**src/rtl/smachine_io_pkg.sv**
```systemverilog
// Shared constants for the S-Machine switch/LED port: register offsets and default bus width.
package smachine_io_pkg;

  localparam int unsigned IO_DATA_W = 8;

  localparam logic [1:0] IO_SW_STATE   = 2'd0;
  localparam logic [1:0] IO_SW_EVENT   = 2'd1;
  localparam logic [1:0] IO_LED_OUT    = 2'd2;
  localparam logic [1:0] IO_LED_TOGGLE = 2'd3;

  // The window is four registers wide, so only the upper six address bits select it.
  function automatic logic io_in_window(input logic [7:0] addr, input logic [7:0] base);
    return addr[7:2] == base[7:2];
  endfunction

endpackage

```
**src/rtl/smachine_debounce.sv**
```systemverilog
// One switch channel: 2-flop synchroniser, stability counter, debounced level and rise pulse.
module smachine_debounce #(
  parameter int unsigned DEBOUNCE_CYC = 4
) (
  input  logic i_clk,
  input  logic i_reset_n,
  input  logic i_enable,
  input  logic i_sw,
  output logic o_level,
  output logic o_rise
);

  localparam int unsigned CNT_W = $clog2(DEBOUNCE_CYC);
  localparam logic [CNT_W-1:0] CNT_MAX = CNT_W'(DEBOUNCE_CYC - 1);

  logic             r_meta;
  logic             r_sync;
  logic             r_level;
  logic [CNT_W-1:0] r_cnt;
  logic             w_differ;
  logic             w_expire;

  assign w_differ = r_sync != r_level;
  assign w_expire = i_enable && w_differ && (r_cnt == CNT_MAX);

  always_ff @(posedge i_clk or negedge i_reset_n) begin
    if (!i_reset_n) begin
      r_meta  <= 1'b0;
      r_sync  <= 1'b0;
      r_level <= 1'b0;
      r_cnt   <= '0;
    end else begin
      r_meta <= i_sw;
      r_sync <= r_meta;
      // Synchroniser free-runs; the debounce state freezes while disabled.
      if (i_enable) begin
        if (!w_differ) begin
          r_cnt <= '0;
        end else if (r_cnt == CNT_MAX) begin
          r_level <= r_sync;
          r_cnt   <= '0;
        end else begin
          r_cnt <= r_cnt + 1'b1;
        end
      end
    end
  end

  assign o_level = r_level;
  // Combinational so the event flag sets on the same edge as the level changes.
  assign o_rise  = w_expire && r_sync;

endmodule

```
**src/rtl/smachine_io_port.sv**
```systemverilog
// Memory-mapped switch/LED port for the S-Machine CPU with a 4-register bus window.
// Optional interrupt and IRQ_MASK register are enabled by defining SMACHINE_IO_IRQ_EN.
module smachine_io_port
  import smachine_io_pkg::*;
#(
  parameter int unsigned N_SW         = 2,
  parameter int unsigned N_LED        = 2,
  parameter int unsigned DATA_W       = IO_DATA_W,
  parameter int unsigned DEBOUNCE_CYC = 4,
  parameter logic [7:0]  BASE_ADDR    = 8'hF0
) (
  input  logic              clk,
  input  logic              reset_n,
  input  logic              enable,
  input  logic [7:0]        addr,
  input  logic [DATA_W-1:0] wdata,
  input  logic              wr,
  input  logic              rd,
  output logic [DATA_W-1:0] rdata,
  output logic              ack,
  input  logic [N_SW-1:0]   switch,
  output logic [N_LED-1:0]  led
`ifdef SMACHINE_IO_IRQ_EN
  ,
  output logic              irq
`endif
);

  if (N_SW < 1 || N_SW > DATA_W) begin : g_bad_n_sw
    $error("N_SW must be in 1..DATA_W");
  end
  if (N_LED < 1 || N_LED > DATA_W) begin : g_bad_n_led
    $error("N_LED must be in 1..DATA_W");
  end
  if (DEBOUNCE_CYC < 2) begin : g_bad_debounce
    $error("DEBOUNCE_CYC must be at least 2");
  end
  if (BASE_ADDR[1:0] != 2'b00) begin : g_bad_base
    $error("BASE_ADDR must be 4-register aligned");
  end

  logic [N_SW-1:0]   w_level;
  logic [N_SW-1:0]   w_rise;
  logic              w_hit;
  logic              w_wr;
  logic              w_rd;
  logic [1:0]        w_off;
  logic [N_SW-1:0]   w_clr;
  logic [N_SW-1:0]   w_event_d;
  logic [DATA_W-1:0] w_rd_val;
  logic              w_unused;

  logic [DATA_W-1:0] r_rdata;
  logic              r_ack;
  logic [N_LED-1:0]  r_led;
  logic [N_SW-1:0]   r_event;
`ifdef SMACHINE_IO_IRQ_EN
  logic [N_SW-1:0]   r_mask;
  logic              r_irq;
  logic              w_mask_wr;
`endif

  for (genvar i = 0; i < N_SW; i++) begin : g_sw
    smachine_debounce #(
      .DEBOUNCE_CYC(DEBOUNCE_CYC)
    ) u_debounce (
      .i_clk    (clk),
      .i_reset_n(reset_n),
      .i_enable (enable),
      .i_sw     (switch[i]),
      .o_level  (w_level[i]),
      .o_rise   (w_rise[i])
    );
  end

  // A simultaneous wr/rd is a write; a disabled block ignores the bus entirely.
  assign w_hit = enable && io_in_window(addr, BASE_ADDR);
  assign w_wr  = w_hit && wr;
  assign w_rd  = w_hit && rd && !wr;
  assign w_off = addr[1:0];

  assign w_clr     = (w_wr && w_off == IO_SW_EVENT) ? wdata[N_SW-1:0] : '0;
  // Set wins over a same-cycle W1C on the same bit.
  assign w_event_d = (r_event & ~w_clr) | w_rise;

`ifdef SMACHINE_IO_IRQ_EN
  assign w_mask_wr = w_wr && w_off == IO_LED_TOGGLE && wdata[DATA_W-1];
`endif

  always_comb begin
    w_rd_val = '0;
    unique case (w_off)
      IO_SW_STATE:   w_rd_val[N_SW-1:0]  = w_level;
      IO_SW_EVENT:   w_rd_val[N_SW-1:0]  = r_event;
      IO_LED_OUT:    w_rd_val[N_LED-1:0] = r_led;
      IO_LED_TOGGLE: begin
`ifdef SMACHINE_IO_IRQ_EN
        w_rd_val[N_SW-1:0] = r_mask;
`endif
      end
    endcase
  end

  always_ff @(posedge clk or negedge reset_n) begin
    if (!reset_n) begin
      r_rdata <= '0;
      r_ack   <= 1'b0;
      r_led   <= '0;
      r_event <= '0;
    end else begin
      r_ack   <= w_wr || w_rd;
      r_event <= w_event_d;
      if (w_rd) begin
        r_rdata <= w_rd_val;
      end
      if (w_wr) begin
        unique case (w_off)
          IO_LED_OUT: r_led <= wdata[N_LED-1:0];
          IO_LED_TOGGLE: begin
`ifdef SMACHINE_IO_IRQ_EN
            if (!wdata[DATA_W-1]) begin
              r_led <= r_led ^ wdata[N_LED-1:0];
            end
`else
            r_led <= r_led ^ wdata[N_LED-1:0];
`endif
          end
          default: ;
        endcase
      end
    end
  end

`ifdef SMACHINE_IO_IRQ_EN
  always_ff @(posedge clk or negedge reset_n) begin
    if (!reset_n) begin
      r_mask <= '0;
      r_irq  <= 1'b0;
    end else begin
      if (w_mask_wr) begin
        r_mask <= wdata[N_SW-1:0];
      end
      r_irq <= |(r_event & r_mask);
    end
  end

  assign irq = r_irq;
`endif

  assign rdata = r_rdata;
  assign ack   = r_ack;
  assign led   = r_led;

  // Data bits above the implemented widths are intentionally ignored.
  assign w_unused = ^wdata;

endmodule
```
**config.mk**
```make
export PLATFORM = sky130hd
export DESIGN_NAME = smachine_io_port
export DESIGN_NICKNAME = d
export VERILOG_FILES = /design/src/rtl/smachine_io_pkg.sv /design/src/rtl/smachine_debounce.sv /design/src/rtl/smachine_io_port.sv
export SDC_FILE = /design/constraint.sdc
export NUM_CORES = 1
export LEC_CHECK = 0
export CORE_ASPECT_RATIO = 1.1
export CORE_MARGIN = 8
export CORE_UTILIZATION = 35
export CTS_CLUSTER_DIAMETER = 80
export CTS_CLUSTER_SIZE = 14
export DETAILED_ROUTE_END_ITERATION = 8
export HOLD_SLACK_MARGIN = 0.06
export PLACE_DENSITY = 0.66
export SKIP_CTS_REPAIR_TIMING = 1
export SYNTH_ARGS = -nofsm -noshare
export SYNTH_HDL_FRONTEND = slang
export SYNTH_SLANG_ARGS = --single-unit
```
**constraint.sdc**
```tcl
create_clock -name clk -period 1.92 [get_ports clk]
set_input_delay 0.384 -clock clk [delete_from_list [all_inputs] [get_ports clk]]
set_output_delay 0.384 -clock clk [all_outputs]
set_load 0.03 [all_outputs]
```
==> impl_metrics.env, run 1 <==
export IMPL_clockBufferDepth=2
export IMPL_num_vias=645
export IMPL_post_drt_wl_per_cell_um=13.1
export IMPL_critPathBufInv=1
export IMPL_pre_cts_slack_ns=-0.179
export IMPL_die_height_um=68.3
export IMPL_max_freq_mhz=561
export IMPL_crit_family="buffers and inverters"
export IMPL_min_period_over_period=0.928
export IMPL_grt_usage=0.0861
export IMPL_slowest_delay_ns=0.70
export IMPL_syn_area_sq_um=871
export IMPL_totalPowerFinal_uw=1000
export IMPL_max_vdd_ir_drop_v=0.000529
export IMPL_grt_start_max_net_pins=18
export IMPL_chipWidth_um=63.6
export IMPL_cts_made_buffers=3
export IMPL_final_area_sq_mm=0.00112
export IMPL_coreArea_sq_mm=0.00242
export IMPL_first_pass_iters=4
export IMPL_cap_violations=0
export IMPL_io_pins=34
export IMPL_seq_area_sq_um=425
export IMPL_yosys_warnings=0
export IMPL_drc=0
export IMPL_die_area_sq_mm=0.00434
export IMPL_n_antenna_cell=0
export IMPL_root_buffer="clkbuf_4"
export IMPL_dp_hpwl_mm=1.42
export IMPL_area_delta_synth_final_pct=29.0
export IMPL_synth_mux_area_frac=0.0876
export IMPL_synth_top_cell_by_area="dfrtp_1"
export IMPL_start_util=0.359
export IMPL_layout_drive_gt1_share=0.124
export IMPL_gr_total_overflow=0
export IMPL_dr_first_iter_drc_count=12
export IMPL_fin_ws_ns=0.138
export IMPL_cp_data_arrival_time_ns=1.40
export IMPL_ant_nets=0
export IMPL_ys_seq_area_frac=0.489
export IMPL_place_gp_congestion=0.790
export IMPL_nets=131
export IMPL_synth_compound_area_frac=0.103
export IMPL_path_class="flip-flop to output port"
export IMPL_synth_adder_area_share=0.0287
export IMPL_ys_top_cells_by_area="dfrtp_1 49%, buf_4 5.2%, mux2_2 5.2%"
export IMPL_drv_slew=0
export IMPL_grt_pass1_wl_mm=2.95
export IMPL_place_inst=132
export IMPL_synth_top_area_share=0.489
export IMPL_synthCells=80
export IMPL_finalSetupViolCount=0
export IMPL_endpoint_kind="output port"
export IMPL_fin_cells=136
export IMPL_num_rows=19
export IMPL_cp_required_ns=1.54
export IMPL_crit_slowest_cell="clkdlybuf4s50_1"
export IMPL_synth_seq_cells=17
export IMPL_viasPerCell=4.74
export IMPL_placed_area_sq_mm=0.00110
export IMPL_path_cells="clkdlybuf4s50_1"
export IMPL_status="complete, no violations"
export IMPL_yosys_area_share_simple=0.168
export IMPL_p_leak_uw=0.000478
export IMPL_setup_tns_ns=0
export IMPL_layout_min_cycle_time_ns=1.78
export IMPL_hold_violations=0
export IMPL_critPathMaxFanout=4
export IMPL_power_density_mw_per_mm2=891
export IMPL_port_buffers=21
export IMPL_yosys_area_share_xor_xnor=0.0201
export IMPL_cts_tree="yes"
export IMPL_grt_pass1_vias=667
export IMPL_clk_latency_ns=0.28
export IMPL_antenna_found_initial=0
export IMPL_path_clk_slew_ns=0.09
export IMPL_hold_path_class="flip-flop to flip-flop"
export IMPL_syn_mean_instance_area_sq_um=10.9
export IMPL_wl_mm=1.78
export IMPL_skew_ns=0.00396
export IMPL_yosys_cell_types_count=27
export IMPL_cts_sinks=17
export IMPL_synth_top_family_by_area="simple AND/OR/NAND/NOR gates"
export IMPL_rsz0062_at_grt="false"
export IMPL_multi_input_area_sq_um=378
export IMPL_fillers=245
export IMPL_crit_path_start_kind="flip-flop"
export IMPL_htreeDepth=1
-- flip-flops by register name, indices dropped and copies added (netlist names) --
register                 flops
ack                          1
g_sw.u_debounce.o_level      2
led                          2
r_event                      2
rdata                        2
g_sw.u_debounce.r_cnt        4
g_sw.u_debounce.r_meta       2
g_sw.u_debounce.r_sync       2
-- per-stage QoR --
step / utilization / hold WS, ns
final: 0.463 / 0.359
after global routing: 0.463 / 0.365
after CTS: 0.463 / 0.363
after detailed placement: 0.453 / 0.340
after global placement: 0.453 / 0.332
after floorplan: - / 0.0884
-- final timing paths --
| path | cells past startpoint | startpoint | slack, ns | endpoint |
|---|---|---|---|---|
| setup / recovery | 1 | led[1] | 0.14 | led[1] |
| hold / removal | 0 | g_sw[0].u_debounce.r_meta | 0.36 | g_sw[0].u_debounce.r_sync |
| setup reg to reg | 3 | g_sw[1].u_debounce.r_cnt[0] | 0.49 | g_sw[1].u_debounce.r_cnt[0] |
| hold reg to reg | 0 | g_sw[0].u_debounce.r_meta | 0.36 | g_sw[0].u_debounce.r_sync |
| max in group asynchronous | 2 | reset_n | 1.31 | g_sw[0].u_debounce.r_meta |
| min in group asynchronous | 2 | reset_n | 0.42 | r_event[1] |
-- Yosys cell counts --
cell type  number
dfrtp_1        17
nand2_1         7
buf_4           6
nor3_1          5
inv_1           4
mux2_2          4
nand3_1         4
nand2b_1        3
o21ai_0         3
a2bb2oi_1       2
buf_6           2
ha_1            2
mux2i_1         2
o21ai_1         2
o22ai_1         2
o2bb2ai_1       2
o41ai_1         2
xnor2_1         2
clkbuf_1        1
conb_1          1
mux2_1          1
nand4_1         1
nor2_1          1
nor2b_1         1
nor4_4          1
or3b_1          1
or4b_2          1
-- power by group --
| group | leakage, uW | total [uW] | internal [uW] | switching, uW |
|---|---|---|---|---|
| sequential | 0.000217 | 512 | 449 | 63.5 |
| combinational | 0.000246 | 304 | 165 | 140 |
| clock | 0.0000150 | 185 | 80.6 | 104 |
-- routing by layer --
metal / vias up / GRT usage / share of wire
li1: 320 / - / -
met1: 295 / 0.0995 / 0.45
met2: 26 / 0.141 / 0.45
met3: 4 / 0.0311 / 0.090
met4: 0 / 0.0418 / 0.015
met5: - / 0 / 0
-- cell type report --
type                       count  share of cell area
tap                           31              0.0345
multi-input combinational     55               0.336
inverter                       4              0.0134
sequential                    17               0.379
timing repair buffer          25               0.214
clock buffer                   4              0.0234
-- layout by cell type (no fill, tap or decap), types with 2 or more instances in the layout --
| master | Yosys | routed |
|---|---|---|
| a2bb2oi_1 | 2 | 2 |
| nand2_1 | 7 | 7 |
| o41ai_1 | 2 | 2 |
| o21ai_0 | 3 | 3 |
| dfrtp_1 | 17 | 17 |
| o21ai_1 | 2 | 2 |
| clkbuf_4 | 0 | 3 |
| ha_1 | 2 | 2 |
| xnor2_1 | 2 | 2 |
| o2bb2ai_1 | 2 | 2 |
| o22ai_1 | 2 | 2 |
| conb_1 | 1 | 6 |
| buf_4 | 6 | 4 |
| nand2b_1 | 3 | 3 |
| nor3_1 | 5 | 5 |
| inv_1 | 4 | 4 |
| mux2_2 | 4 | 4 |
| clkdlybuf4s50_1 | 0 | 21 |
| nand3_1 | 4 | 4 |
| mux2i_1 | 2 | 2 |
-- cells by family after synthesis --
group                    after synthesis
flip-flops                            17
other                                  1
AND/OR/NAND/NOR                       25
XOR/XNOR                               2
buffers and inverters                 13
AO/OA/AOI/OAI                         13
adder cells (fa/ha/maj)                2
multiplexers                           7
No activity file was read; power rests on OpenSTA's default activity.
==> run 2, diff against run 1 <==
CTS_CLUSTER_DIAMETER = not set   (was 80)
==> results of run 2 <==
Same layout as run 1: the final DEF is identical, and so are final timing and power.
==> run 3, diff against run 2 <==
MAX_ROUTING_LAYER = met4   (was not set)
==> run 3 against run 2 <==
Clock power about the same; critical endpoint unchanged; highest routed layer unchanged; clock-buffer cell count unchanged; non-clock buffer count is the same; worst hold slack about the same.
==> impl_metrics.env, run 3 (synthesis gave the netlist of run 1 again) <==
export IMPL_grt_start_max_net_pins=18
export IMPL_min_period_over_period=0.928
export IMPL_coreArea_sq_mm=0.00242
export IMPL_drv_slew=0
export IMPL_crit_family="buffers and inverters"
export IMPL_grt_pass1_vias=667
export IMPL_r2r_end="g_sw[1].u_debounce.r_cnt[0]"
export IMPL_num_rows=19
export IMPL_power_switching_uw=307
export IMPL_port_buffers=21
export IMPL_cp_data_arrival_time_ns=1.40
export IMPL_place_gp_congestion=0.801
export IMPL_num_vias=645
export IMPL_cap_violations=0
export IMPL_top_register="g_sw.u_debounce.r_cnt"
export IMPL_root_buffer="clkbuf_4"
export IMPL_ant_nets=0
export IMPL_cp_required_ns=1.54
export IMPL_crit_slowest_cell="clkdlybuf4s50_1"
export IMPL_max_freq_mhz=561
export IMPL_p_int_uw=694
export IMPL_path_cells="clkdlybuf4s50_1"
export IMPL_endpoint_kind="output port"
export IMPL_holdPathStages=0
export IMPL_fin_cells=136
export IMPL_fillers=245
export IMPL_place_inst=132
export IMPL_start_util=0.359
export IMPL_die_area_sq_mm=0.00434
export IMPL_holdPathEnd="g_sw[0].u_debounce.r_sync"
export IMPL_crit_path_start_kind="flip-flop"
export IMPL_drc=0
export IMPL_pwr_share_seq=0.512
export IMPL_gr_total_overflow=0
export IMPL_final_area_sq_mm=0.00112
export IMPL_nets=131
export IMPL_critPathMaxFanout=4
export IMPL_clk_latency_ns=0.28
export IMPL_path_clk_slew_ns=0.09
export IMPL_cts_sinks=17
export IMPL_dr_first_iter_drc_count=12
export IMPL_post_drt_wl_per_cell_um=13.1
export IMPL_grt_pass1_wl_mm=2.96
export IMPL_slowest_delay_ns=0.70
export IMPL_status="complete, no violations"
export IMPL_hold_path_class="flip-flop to flip-flop"
export IMPL_worstHoldStart="g_sw[0].u_debounce.r_meta"
export IMPL_power_density_mw_per_mm2=891
export IMPL_chipWidth_um=63.6
export IMPL_area_delta_synth_final_pct=29.0
export IMPL_die_height_um=68.3
export IMPL_p_leak_uw=0.000478
export IMPL_r2r_start="g_sw[1].u_debounce.r_cnt[0]"
export IMPL_cts_made_buffers=3
export IMPL_n_antenna_cell=0
export IMPL_clkPwrFrac=0.184
export IMPL_cts_tree="yes"
export IMPL_skew_ns=0.00396
export IMPL_clockBufferDepth=2
export IMPL_grt_usage=0.0888
export IMPL_dp_hpwl_mm=1.42
export IMPL_rrSetupSlack_ns=0.49
export IMPL_wl_mm=1.78
export IMPL_rsz0062_at_grt="false"
export IMPL_swShare=0.307
export IMPL_ff2ff_path_depth=3
export IMPL_critPathBufInv=1
export IMPL_layout_min_cycle_time_ns=1.78
export IMPL_placed_area_sq_mm=0.00110
export IMPL_viasPerCell=4.74
export IMPL_path_class="flip-flop to output port"
export IMPL_layout_cells_most_common_list="21 x clkdlybuf4s50_1, 17 x dfrtp_1, 7 x nand2_1"
export IMPL_final_util=0.463
export IMPL_finalSetupViolCount=0
export IMPL_largest_reg_flops=4
export IMPL_io_pins=34
export IMPL_htreeDepth=1
export IMPL_layout_drive_gt1_share=0.124
export IMPL_max_vdd_ir_drop_v=0.000529
export IMPL_layout_commonest_cell="clkdlybuf4s50_1"
export IMPL_antenna_found_initial=0
export IMPL_p_comb_frac=0.304
export IMPL_hold_violations=0
export IMPL_totalPowerFinal_uw=1000
export IMPL_first_pass_iters=4
run 3: cell counts in the layout (fill, tap and decap cells not counted):
Identical to the previous run, type by type.
run 3: layout make-up:
| type | count | area (sq um) | share of cell area |
|---|---|---|---|
| repair buffers | 25 | 240 | 0.214 |
| multi-input cells | 55 | 378 | 0.336 |
| well taps | 31 | 38.8 | 0.0345 |
| inverters | 4 | 15.0 | 0.0134 |
| flip-flops and latches | 17 | 425 | 0.379 |
| clock buffers | 4 | 26.3 | 0.0234 |
run 3: layer usage:
metal | track usage | part of all wire
met1 | 0.100 | 0.45
met2 | 0.141 | 0.45
met3 | 0.0295 | 0.086
met4 | 0.0418 | 0.015
met5 | - | 0
run 3: how the worst max path moves through the flow:
stage / cells after the start / start / end / slack, ns
2_1_floorplan: 5 / enable / rdata[0] / 0.32
3_3_place_gp: 4 / enable / rdata[0] / -0.16
3_5_place_dp: 4 / enable / rdata[0] / -0.18
4_1_cts: 1 / led[1] / led[1] / 0.12
5_1_grt: 5 / enable / led[0] / 0.08
6_report: 1 / led[1] / led[1] / 0.14
run 3: power groups by stage:
stage / logic, uW / registers [uW] / clock network [uW]
global route: 353 / 525 / 206
detailed placement: 308 / 522 / 0
finish: 304 / 512 / 185
CTS: 311 / 514 / 195
global placement: 297 / 511 / 0
floorplan: 225 / 511 / 0
run 3: metrics by stage:
stage	setup WS (ns)	hold slack [ns]	TNS [ns]
global route	0.0772	0.365	0
CTS	0.124	0.363	0
detailed placement	-0.179	0.340	-0.769
floorplan	0.320	0.0884	0
global placement	-0.163	0.332	-0.738
finish	0.138	0.359	0
